`src/rtl/uart_to_bram.sv`:
```
// -----------------------------------------------------------------------------
// uart_to_bram
//
// This block receives 8N1 UART bytes from the host. It writes each good byte
// in turn into a single-port BRAM, starting at address 0. Its job is to fill
// block RAM with input samples or coefficients before convolution starts.
// After NUM_BYTES good bytes it raises a sticky load_done. It then stays in
// DONE and ignores all further line traffic until reset.
//
// Ports
//   clk          system clock; all logic runs on the rising edge
//   reset        asynchronous active-low reset (0 = in reset)
//   rx_serial    UART RX pin; asynchronous to clk, idles high
//   ena, wea     BRAM enable / write enable; high only in the WRITE cycle
//   addr         BRAM write address; increments after every write
//   din          BRAM write data; holds the last written byte
//   rx_valid     one-cycle pulse per good byte, in the same cycle as the write
//   load_done    sticky; set once NUM_BYTES bytes have been written
//   frame_err    sticky; set when any stop bit is sampled low
//   debug_state  current FSM state encoding, intended for LEDs
// -----------------------------------------------------------------------------
module uart_to_bram #(
  parameter int unsigned CLKS_PER_BIT = 868,
  parameter int unsigned NUM_BYTES    = 1024,
  parameter int unsigned ADDR_W       = 32
) (
  input  logic              clk,
  input  logic              reset,
  input  logic              rx_serial,
  output logic              ena,
  output logic              wea,
  output logic [ADDR_W-1:0] addr,
  output logic signed [7:0] din,
  output logic              rx_valid,
  output logic              load_done,
  output logic              frame_err,
  output logic [2:0]        debug_state
);

  typedef enum logic [2:0] {
    IDLE  = 3'd0,
    START = 3'd1,
    DATA  = 3'd2,
    STOP  = 3'd3,
    WRITE = 3'd4,
    BREAK = 3'd5,
    DONE  = 3'd6
  } state_t;

  localparam int unsigned     CNT_W     = (CLKS_PER_BIT > 1) ? $clog2(CLKS_PER_BIT) : 1;
  localparam logic [CNT_W-1:0] HALF_BIT = CNT_W'((CLKS_PER_BIT - 1) / 2);
  localparam logic [CNT_W-1:0] FULL_BIT = CNT_W'(CLKS_PER_BIT - 1);
  localparam logic [ADDR_W-1:0] LAST_ADDR = ADDR_W'(NUM_BYTES - 1);

  state_t           state;
  logic [CNT_W-1:0] baud_cnt;
  logic [2:0]       bit_idx;
  logic [7:0]       shift;
  logic             rx_meta;
  logic             rx_s;

  // rx_serial is not related to clk, so it passes through two flops first.
  // Both flops reset to 1, the idle line level. This way a reset release
  // cannot look like a start bit.
  always_ff @(posedge clk or negedge reset) begin
    if (!reset) begin
      rx_meta <= 1'b1;
      rx_s    <= 1'b1;
    end else begin
      // NOTE: sequential state uses non-blocking assignments, so every flop
      // samples the values from before the edge. With blocking assignments
      // rx_s would get rx_serial in the same cycle and one stage would vanish.
      rx_meta <= rx_serial;
      rx_s    <= rx_meta;
    end
  end

  always_ff @(posedge clk or negedge reset) begin
    if (!reset) begin
      state     <= IDLE;
      baud_cnt  <= '0;
      bit_idx   <= '0;
      shift     <= '0;
      ena       <= 1'b0;
      wea       <= 1'b0;
      rx_valid  <= 1'b0;
      addr      <= '0;
      din       <= '0;
      load_done <= 1'b0;
      frame_err <= 1'b0;
    end else begin
      // NOTE: these strobes clear by default on every cycle. Only the
      // STOP->WRITE transition raises them, so each one lasts exactly one cycle.
      ena      <= 1'b0;
      wea      <= 1'b0;
      rx_valid <= 1'b0;

      case (state)
        IDLE: begin
          if (!rx_s) begin
            state    <= START;
            baud_cnt <= '0;
          end
        end

        // Recheck the line at the middle of the start bit. A low pulse that
        // is shorter than half a bit counts as noise and is dropped.
        START: begin
          if (baud_cnt == HALF_BIT) begin
            baud_cnt <= '0;
            if (!rx_s) begin
              state   <= DATA;
              bit_idx <= '0;
            end else begin
              state <= IDLE;
            end
          end else begin
            baud_cnt <= baud_cnt + 1'b1;
          end
        end

        // From here on every sample falls one full bit after the previous
        // one, which lands each sample at mid-bit. Bits arrive LSB first.
        DATA: begin
          if (baud_cnt == FULL_BIT) begin
            baud_cnt       <= '0;
            shift[bit_idx] <= rx_s;
            if (bit_idx == 3'd7) begin
              state <= STOP;
            end else begin
              bit_idx <= bit_idx + 1'b1;
            end
          end else begin
            baud_cnt <= baud_cnt + 1'b1;
          end
        end

        STOP: begin
          if (baud_cnt == FULL_BIT) begin
            baud_cnt <= '0;
            if (rx_s) begin
              state    <= WRITE;
              ena      <= 1'b1;
              wea      <= 1'b1;
              rx_valid <= 1'b1;
              din      <= $signed(shift);
            end else begin
              frame_err <= 1'b1;
              state     <= BREAK;
            end
          end else begin
            baud_cnt <= baud_cnt + 1'b1;
          end
        end

        // This state lasts one cycle while the BRAM port is strobed. It ends
        // in the middle of the stop bit, so the next start edge is always
        // seen from IDLE.
        WRITE: begin
          addr <= addr + 1'b1;
          if (addr == LAST_ADDR) begin
            load_done <= 1'b1;
            state     <= DONE;
          end else begin
            state <= IDLE;
          end
        end

        // The line is held low (a break or a bad frame). Wait here until it
        // returns to idle, so the low level is not taken as a new start bit.
        BREAK: begin
          if (rx_s) begin
            state <= IDLE;
          end
        end

        DONE: begin
          state <= DONE;
        end

        default: begin
          state <= IDLE;
        end
      endcase
    end
  end

  assign debug_state = state;

endmodule

```
`config.mk`:
```
export PLATFORM = sky130hd
export DESIGN_NAME = uart_to_bram
export DESIGN_NICKNAME = d
export VERILOG_FILES = /design/src/rtl/uart_to_bram.sv
export SDC_FILE = /design/constraint.sdc
export NUM_CORES = 1
export LEC_CHECK = 0
export ABC_AREA = 1
export CAP_MARGIN = 20
export CORE_ASPECT_RATIO = 1.75
export CORE_MARGIN = 2
export CORE_UTILIZATION = 55
export DETAILED_ROUTE_END_ITERATION = 6
export MAX_ROUTING_LAYER = met4
export PLACE_DENSITY = 0.81
export REMOVE_ABC_BUFFERS = 1
export SYNTH_ARGS = -nofsm -noshare
export SYNTH_HDL_FRONTEND = slang
export SYNTH_SLANG_ARGS = --single-unit
export TNS_END_PERCENT = 10
```
`constraint.sdc`:
```
create_clock -name clk -period 1.75 [get_ports clk]
set_input_delay 0.175 -clock clk [delete_from_list [all_inputs] [get_ports clk]]
set_output_delay 0.175 -clock clk [all_outputs]
set_load 0.02 [all_outputs]
```
# Word-level counts from Yosys, hierarchy flattened
# Cells that the tools add are included.
[totals] elab_cells=72 regBits=69 out_inout_bits=48 inputBits=3
[op_classes] n_mux=25 n_addsub=3 reduce_logical=12 n_bitwise=1 magnitude_cmp=2 eq_ne=18
[op_table] op="$mux 3" count=11
[op_table] op="$add 32x1->32 const B" count=1
[op_table] op="$eq 32x10->1 const B" count=1
[op_table] op="$mux 10" count=3
[op_table] op="$pmux 10 s3" count=1
[op_table] op="$pmux 3 s7" count=1
[op_table] op="$ne 2x2->1 const B" count=8
[op_table] op="$eq 3x3->1 const B" count=4
[op_table] op="$add 10x1->10 const B" count=1
[op_table] op="$eq 10x10->1 const B" count=1
[op_table] op="$eq 10x9->1 const B" count=1
[op_table] op="$bwmux 8" count=1
[op_table] op="$eq 3x2->1 const B" count=2
[op_table] op="$pmux 3 s2" count=1
[op_table] op="$reduce_and 2->1" count=3
[op_table] op="$reduce_and 3->1" count=2
[op_table] op="$reduce_and 6->1" count=1
[op_table] op="$mux 1" count=5
[op_table] op="$reduce_and 5->1" count=1
[op_table] op="$lt 3x4->1 const B" count=1
[op_table] op="$add 3x1->3 const B" count=1
[op_table] op="$demux 1 s3" count=1
[op_table] op="$eq 3x1->1 const B" count=1
[op_table] op="$ge 3x1->1 const B" count=1
[op_table] op="other kinds (7)" count=7

# Logic depth before layout (Yosys ltp)
[depth] depth_word=5 mapped_depth=10 depth_no_buf=10

# Least setup slack after synthesis
# OpenSTA, ideal clock, no wires.
[synth_timing] path_kind="flip-flop to flip-flop" startpoint="register addr[1]" endpoint="register addr[20]" t_required_ns=1.629 path_stages_with_launch=7 setup_slack_ns=0.081 setup_time_ns=0.121 synth_period_minus_slack_ns=1.669 arrival_ns=1.549 n_path_buf=0 cell_sequence="dfrtp_1 > ha_1 > nand3_1 > nor3_4 > nand3_2 > o21ai_1 > nand2_1"
[synth_via] elab_chain_cells=1
[synth_lines] item="start, declared" line_no="32" source="output logic [ADDR_W-1:0] addr,"
[synth_lines] item="start signal, assigned" line_no="160" source="addr <= addr + 1'b1;"
[synth_lines] item="$add 32x1->32" line_no="160"
# Every way passes these cells.
# A chain may end at the register's enable or synchronous reset.

# Worst setup path after layout
[layout_timing] startpoint="register state[1], in the netlist debug_state[1]" endpoint="output debug_state[1]"
[layout_lines] item="start, declared" line_no="55" source="state_t state;"
[layout_lines] item="start signal, assigned" line_no="80" source="state <= IDLE;"
[layout_lines] item="start signal, assigned" line_no="101" source="state <= START;"
[layout_lines] item="start signal, assigned" line_no="112" source="state <= DATA;"
[layout_lines] item="end, declared" line_no="37" source="output logic [2:0] debug_state"
# No word-level cell between the ends.

==> flow_summary.ini <==
[run_status]
status = finished clean

[sta]
drv_slew = 0
tightestPinTransition_ps = 567
hold_viol = 0
rsz0062_at_grt = true
hold_ws_ps = 247
fin_crit_ps = 1710
setup_violations = 0
slew_headroom_pct = 62.2
worst_slack_ps = 43.4
skew_ps = 6.50
fmax_ghz = 0.586
fin_crit_sh_pct = 97.5

[logic_synthesis]
synth_edf_count = 0
yosysSeqAreaShare_pct = 46.2
synth_seq_cells = 69
ys.flop_type = dfrtp_1
synth_top_area_cell = dfrtp_1
postSynthCellCount = 504
ys_top_cells_by_area = dfrtp_1, nand2_1, nor2_1
netlist_area_sq_mm = 0.00374
synth_warnings = 0
syn_area_per_cell_sq_um = 7.42
yosys.area.top_type_share_pct = 44.8
postSynth.asyncResetShare_pct = 100
synth_cell_types = 29

[cts]
cts_max_path_buffers = 2
cts_made_buffers = 9
clock_sinks = 69
cts_max_level = 3
clock-root-buffer = clkbuf_16
cts_tree = done
cts.clk_slew.worst_paths_ps = 60
clkLatencyLatePin_ps = 340

[route]
wl_met3_microns = 448
viasPerCell = 5.38
wl_met1_mm = 3.49
drc_errors = 0
wl_per_cell_microns = 14.6
detail-route-antenna-nets = 0
via_count = 3613
first_iter_violations = 246
dr.pass1.iters = 5
wirelength_mm = 9.83
met2_length_mm = 5.43
top_layer = met4

[power]
total_leakage_power_nw = 2.38
p_per_area_mw_per_mm2 = 742
peakVddDrop_uv = 780

[global_routing]
gr-usage-all-layers_pct = 29.0
grt_pass1_wl_mm = 16.0
overflow = 0
antenna_found_initial = 0
grt_pass1_vias = 3629
grt_max_degree = 27

[setup_path]
cp.required_ps = 1570
path_delay_family = buffers and inverters
cpPeakStageDelay_ps = 600
worstPathArrival_ps = 1530
slowest_stage = clkdlybuf4s50_1
crit_type = reg2out
startpoint_type = flip-flop
worstPathCellList = buf_4, clkdlybuf4s50_1
end_kind = output port
path_max_fanout = 7
critPathBufInv = 2

[cells_and_area]
drive_gt1_share_pct = 11.2
nFillCells = 480
antennaDiodeCount = 0
area_growth_pct = 30.9
final_nets = 592

[die]
core_area_sq_mm = 0.00654
die-area_sq_mm = 0.00750
dieWidth_microns = 66.3
fp.dieH_microns = 113
ios = 51
num_rows = 39
initial_utilization_pct = 57.2

[hold_path]
hold_path.class = in2reg

[run]
maxCapViolations = 0

[place]
io_buffers = 50
pre_cts_ws_ps = -33.9
globalplace.congestion = 0.919
dpl.hpwl_mm = 7.04
## cell type report
type / instances / area [sq um] / area share, %
tap: 82 / 103 / 2.10
clock buffer: 9 / 225 / 4.60
inverter: 58 / 221 / 4.52
clock inverter: 7 / 98.8 / 2.02
sequential: 69 / 1730 / 35.3
timing repair buffer: 73 / 696 / 14.2
multi-input combinational: 373 / 1820 / 37.2
## placed cells by master, fill, tap and decap left out, types with 3 or more instances in the layout
master           count
ha_1                 3
xor2_1              17
clkdlybuf4s50_1     49
nand3b_1             4
buf_4               20
nand2_1            175
clkbuf_16            9
nor2_4               4
nor2_2               5
nand4_1              7
o21ai_0             17
nor3_1               8
nand2_2              3
dfrtp_1             66
nand3_1             31
inv_1               56
xnor2_1             10
nor2_1              73
## cell usage after synthesis, types with 4 or more instances
master and n:
nand2_1 177, nor2_1 79, dfrtp_1 67, inv_1 56
nand3_1 32, o21ai_0 17, xor2_1 17, xnor2_1 10
nor3_1 9, nand4_1 7, ha_1 5, nand3b_1 4
## power by group
part / switching, mW / internal [mW]
clock: 0.720 / 1.25
combinational: 0.0399 / 0.0166
sequential: 0.00234 / 1.60
## metal layers
layer,GRT usage (%),vias to the layer above
li1,-,1733
met1,28.3,1702
met2,50.4,138
met3,6.46,40
met4,17.6,0
met5,-,-
## flip-flops by register name, summed over array words and instances, names as in the netlist, 3 cells and up
name / flops
din: 8
bit_idx: 3
debug_state: 3
addr: 32
baud_cnt: 10
shift: 8
## metrics by stage
stage / cells / instance area [sq um] / power [mW] / util, % / TNS (ps)
final: 671 / 4900 / 3.63 / 74.9 / 0
after global routing: 671 / 4900 / 3.73 / 74.9 / -41.1
after CTS: 670 / 4820 / 3.65 / 73.8 / 0
after detailed placement: 651 / 4480 / 1.69 / 68.4 / -33.9
after global placement: 651 / 4480 / 1.69 / 68.4 / 0
after floorplan: 500 / 3710 / 1.64 / - / 0
## repair_timing
action                                  in CTS  in global routing
endpoints found under the hold margin       19                  0
buffers inserted                             2                  1
hold buffers                                 1                  0
cloned                                       0                  0
resized for setup                            0                 19
pin swaps                                    1                  1
endpoints found under the setup margin       5                 35
## logic make-up after synthesis
family | share of synthesized area (%)
XOR/XNOR | 6.32
AO/OA/AOI/OAI | 3.61
buffers and inverters | 6.62
adder cells (fa/ha/maj) | 1.67
flip-flops | 46.2
AND/OR/NAND/NOR | 35.5
## worst paths after layout
check | start | endpoint | slack (ps) | cells past startpoint
max | debug_state[1] | debug_state[1] | 40 | 2
min | rx_serial | rx_meta | 250 | 1
max reg2reg | baud_cnt[0] | din[3] | 80 | 8
min reg2reg | rx_meta | rx_s | 350 | 0
max in group asynchronous | reset | rx_s | 770 | 3
min in group asynchronous | reset | addr[13] | 360 | 2
(Power assumes the default switching activity.)
==> variant 1: new RTL, same settings <==
Change the parameter `CLKS_PER_BIT` from 868 to 434.
--- a/src/rtl/uart_to_bram.sv
+++ b/src/rtl/uart_to_bram.sv
@@ -20,7 +20,7 @@
 //   debug_state  current FSM state encoding, intended for LEDs
 // -----------------------------------------------------------------------------
 module uart_to_bram #(
-  parameter int unsigned CLKS_PER_BIT = 868,
+  parameter int unsigned CLKS_PER_BIT = 434,
   parameter int unsigned NUM_BYTES    = 1024,
   parameter int unsigned ADDR_W       = 32
 ) (
Behaviour: no difference found for any inputs over 10 cycles, from zero or initial values and one cycle with reset low; that may be too few to reach the edited logic, so the function may still have changed.
==> variant 1 against the unedited design <==
  * Final area down 3.9%
  * Sequential cell count down 1
  * First-iteration DRC count is 19% lower
  * Largest cell class is now registers
  * Sequential share of layout area increased by 0.90 points
  * Wire length fell by 12%
  * Total power rose by 3.3%
  * Setup slack improved by 0.039 ns
  * Area after synthesis fell by 2.8%
  * Final cell count down 8.6%
==> variant 1: results (changes against the unedited design) <==
Power and ir drop
  • Clock power frac: 56.6% (+2.3 points)
  • Pleak: 2.38 nW (+0.36%)
  • PwrDens: 797 nW/um^2 (+7.5%)
  • Switching part of the total power: 19.6% (-1.4 points)

Run status
  • Status: completed

Route
  • Drt wl/cell: 14.1 um (-3.5%)
  • Initial DRC count: 200 (-19%)

Global routing
  • Global-route wire length before repair: 15.1 mm (-5.6%)
  • Grt met1 use: 28.2% (-0.11 points)
  • GRT met3 Usage: 5.76% (-0.70 points)
  • Vias in the first global route: 3381 (-6.8%)

Synthesis
  • Unique masters post-synth: 32 (+10%)
  • Adder-cell share of the synthesized area: 2.06% (+0.39 points)
  • Avg Synthesized Cell Area: 7.92 um^2 (+6.8%)
  • Post-Synth XOR/XNOR Area: 6.50% (+0.18 points)
  • Top cells by count, synth: nand2_1, dfrtp_1, inv_1
  • Synth Area in Compound Gates: 4.20% (+0.58 points)

Final layout
  • Fillcell total: 497 (+3.5%)
  • Top Registers: addr: 32 flops, baud_cnt: 9 flops

Worst setup path
  • Crit path kind: reg -> reg
  • CP startpoint: debug_state[0]

STA
  • Worst hold slack: 0.251 ns (+0.00384 ns)
  • Worst-Margin Slew: 0.457 ns (-0.111 ns)

Placement
  • Gp weighted congestion: 0.905 (-1.6%)
  • Placed cells: 595 (-8.6%)
[variant 1: changes by cell type after synthesis, moves of 4 or more]
cell     before  now
o21ai_0      17   12
inv_2         0    7
nand4_1       7   11
nor2_1       79   55
nand3_1      32   38
nor2_4        1    6
nand2_1     177  134
[variant 1: final cells by class]
type	count	area (um^2)	share of cell area [%]
Timing Repair Buffer	60	601	12.8
Tap cell	82	103	2.18
Clock buffer	10	239	5.08
Sequential cell	68	1710	36.2
Inverter	66	248	5.26
Multi-Input combinational cell	321	1700	36.1
Clock inverter	6	111	2.37
[variant 1: timing repair]
| action | in CTS | in global routing |
|---|---|---|
| endpoints found under the hold margin | 14 | 0 |
| setup endpoints to repair | 2 | 20 |
| setup buffers | 0 | 1 |
| pin swaps | 0 | 2 |
| hold buffers | 1 | 0 |
| resized for setup | 2 | 11 |
[variant 1: per-layer routing]
layer	routed length (um)	up-vias
met5	0	-
met4	344	0
met3	275	36
met2	4870	81
met1	3170	1518
li1	-	1568
==> variant 2: new RTL, same settings <==
Made on the original files. Make the reset (`reset`) synchronous in 2 clocked blocks. Comments in the files are not updated.
--- a/src/rtl/uart_to_bram.sv
+++ b/src/rtl/uart_to_bram.sv
@@ -62,7 +62,7 @@
   // rx_serial is not related to clk, so it passes through two flops first.
   // Both flops reset to 1, the idle line level. This way a reset release
   // cannot look like a start bit.
-  always_ff @(posedge clk or negedge reset) begin
+  always_ff @(posedge clk) begin
     if (!reset) begin
       rx_meta <= 1'b1;
       rx_s    <= 1'b1;
@@ -75,7 +75,7 @@
     end
   end
 
-  always_ff @(posedge clk or negedge reset) begin
+  always_ff @(posedge clk) begin
     if (!reset) begin
       state     <= IDLE;
       baud_cnt  <= '0;
Check against the original RTL: differs if reset is asserted again (counterexample within 4 cycles, from zero or initial values and one cycle with reset low); with reset held inactive, the same outputs for 10 cycles.
==> variant 2 against the unedited design <==
  * Global-route usage is 2.9 points lower
  * Area after synthesis is 2.8% lower
  * Wire length is 12% lower
  * Sequential share of layout area is 5.3 points lower
  * Setup slack better by 0.074 ns
  * Count of clock-buffer cells in the layout is 1 higher
  * Final area is 5.6% lower
  * Sequential cell count stayed put
Power is not compared: it rests on default switching activity, and its combinational part moved more than twofold at a synthesized area within 25%.
==> variant 2: results (changes against the unedited design) <==
Run status
  • Status: completed

Synthesis
  • Adder-cell share of the synthesized area: 1.72% (+0.048 points)
  • Multiplexer area fraction after synthesis: 0% (unchanged)
  • Unique masters post-synth: 34 (+17%)
  • Ys flop type: dfxtp_1
  • Top cells by count, synth: nand2_1, nor2_1, inv_1
  • Post-Synth XOR/XNOR Area: 0.964% (-5.4 points)
  • Syn Inst Count: 538 (+6.7%)
  • Synth Area in Compound Gates: 11.1% (+7.5 points)
  • Post-synth ARST share: 0% (-100 points)
  • Top cells by area, synth: dfxtp_1, nand2_1, nor2_1
  • Sequential-to-total area share from yosys stat: 38.0% (-8.2 points)
  • Synth Warn #: 0 (unchanged)

CTS
  • Worst-skew pair later-pin latency: 0.34 ns (about the same)
  • Clk slew on worst S/H paths: 0.06 ns (about the same)
  • Total CTS buffers: 9 (unchanged)
  • H-tree depth reported by CTS: 3 (unchanged)
  • CTS Root Cell: clkbuf_16
  • CTS max path bufs: 2 (unchanged)

Power and ir drop
  • Pleak: 1.83 nW
  • Max VDD drop: 638 uV

Final layout
  • Top Registers: addr: 32 flops, baud_cnt: 10 flops
  • Fillcell total: 561 (+17%)
  • Ant. Diodes: 0 (unchanged)
  • Finished Layout Cells: 684 (+1.9%)
  • Nets@finish: 605 (+2.2%)
  • Layout cells sized above 1: 12.8% (+1.6 points)

Route
  • Via/cell ratio: 5.24 (-2.7%)
  • Initial DRC count: 216 (-12%)
  • Final wirelength: 8.64 mm (-12%)
  • 1st-pass router iterations: 4 (-1)

STA
  • Final Setup Violations: 0 (unchanged)
  • Worst-Margin Slew: 0.491 ns (-0.0764 ns)
  • Layout Skew: 0.00245 ns (-0.00405 ns)

Global routing
  • GRT Total Usage: 26.1% (-2.9 points)
  • Vias in the first global route: 3431 (-5.5%)
  • Global-route wire length before repair: 14.8 mm (-7.3%)
  • Initial antenna violation count: 0 (unchanged)
  • Total gr overflow: 0 (unchanged)
  • Largest net degree at the start of global routing: 29 (+7.4%)

Worst setup path
  • Register-to-Register Path Depth: 10 (+2)
  • Reg2reg end: baud_cnt[3]
  • FF-to-FF setup slack: 0.12 ns (+0.04 ns)
  • Crit path max fanout: 7 (unchanged)
  • CP arrival: 1.87 ns (+0.34 ns)
  • Reg-to-Reg Start: baud_cnt[0]

Min path
  • Hold Startpoint: rx_serial
  • Hold Crit Class: in -> reg
  • Hold Path Depth: 2 (+1)
  • Endpoint, Worst Hold: rx_meta

Placement
  • Dpl hpwl: 6.35 mm (-9.9%)
  • Buffers on Ports: 50 (unchanged)
  • Placed cells: 668 (+2.6%)
  • Setup slack at placement: -0.0298 ns (+0.00413 ns)
  • Gp weighted congestion: 0.917 (-0.24%)
-- variant 2: per-stage QoR --
stage	cell area [um^2]	TNS (ns)	hold slack (ns)
after CTS	4570	0	0.403
after detailed placement	4250	-0.0298	0.404
after floorplan	3590	0	0.282
final	4620	0	0.402
after global routing	4620	-0.0465	0.422
after global placement	4250	0	0.398
-- variant 2: critical path: stages (launching register included) --
cell	delay (ns)
dfxtp_4	0.38
ha_4	0.15
nand3_1	0.12
nor2_2	0.20
nand2_4	0.11
nand2_1	0.12
nand2_4	0.10
o21ai_4	0.20
inv_1	0.06
nand3_1	0.06
inv_1	0.04
-- variant 2: worst max-delay path by stage --
stage,slack (ns),depth (start not counted),startpoint,to
after floorplan,0.19,8,addr[0],addr[28]
final,0.12,10,baud_cnt[0],baud_cnt[3]
after CTS,0.004,10,baud_cnt[0],baud_cnt[3]
after global placement,0.13,10,baud_cnt[0],baud_cnt[3]
after detailed placement,-0.03,10,baud_cnt[0],baud_cnt[3]
after global routing,-0.02,10,baud_cnt[0],baud_cnt[3]
-- variant 2: where the power goes --
part	switching, W	leakage, nW	internal, W	total (W)
registers	0.0000384	0.559	0.00160	0.00163
logic	0.000216	1.13	0.000107	0.000323
clock network	0.000716	0.145	0.00115	0.00187
total	0.000970	1.83	0.00285	0.00382
-- variant 2: cell type report --
cell class / instances / area share (%)
Inverter: 84 / 6.88
Multi-Input combinational cell: 376 / 42.1
Clock inverter: 6 / 1.54
Timing Repair Buffer: 57 / 12.0
Sequential cell: 69 / 30.1
Clock buffer: 10 / 5.17
Tap cell: 82 / 2.22
-- variant 2: kinds of logic (layout without fill, tap and decap cells) --
group | after synthesis | in the layout
adders and majority gates | 5 | 5
AOI/OAI and AO/OA | 78 | 78
DFF | 69 | 69
buffers and inverters | 93 | 157
and+or+nand+nor | 289 | 289
xor gates and xnor gates | 4 | 4
-- variant 2: what timing repair did --
action | CTS | global route
setup buffers | 0 | 0
setup endpoints to repair | 1 | 36
pin swaps | 0 | 3
hold buffers | 0 | 0
resized for setup | 2 | 18
-- variant 2: layer usage --
metal	GRT usage, %	wire, um	vias to the layer above
li1	-	-	1840
met1	28.8	3670	1638
met2	43.9	4410	85
met3	5.25	342	21
met4	12.4	210	0
met5	-	0	-
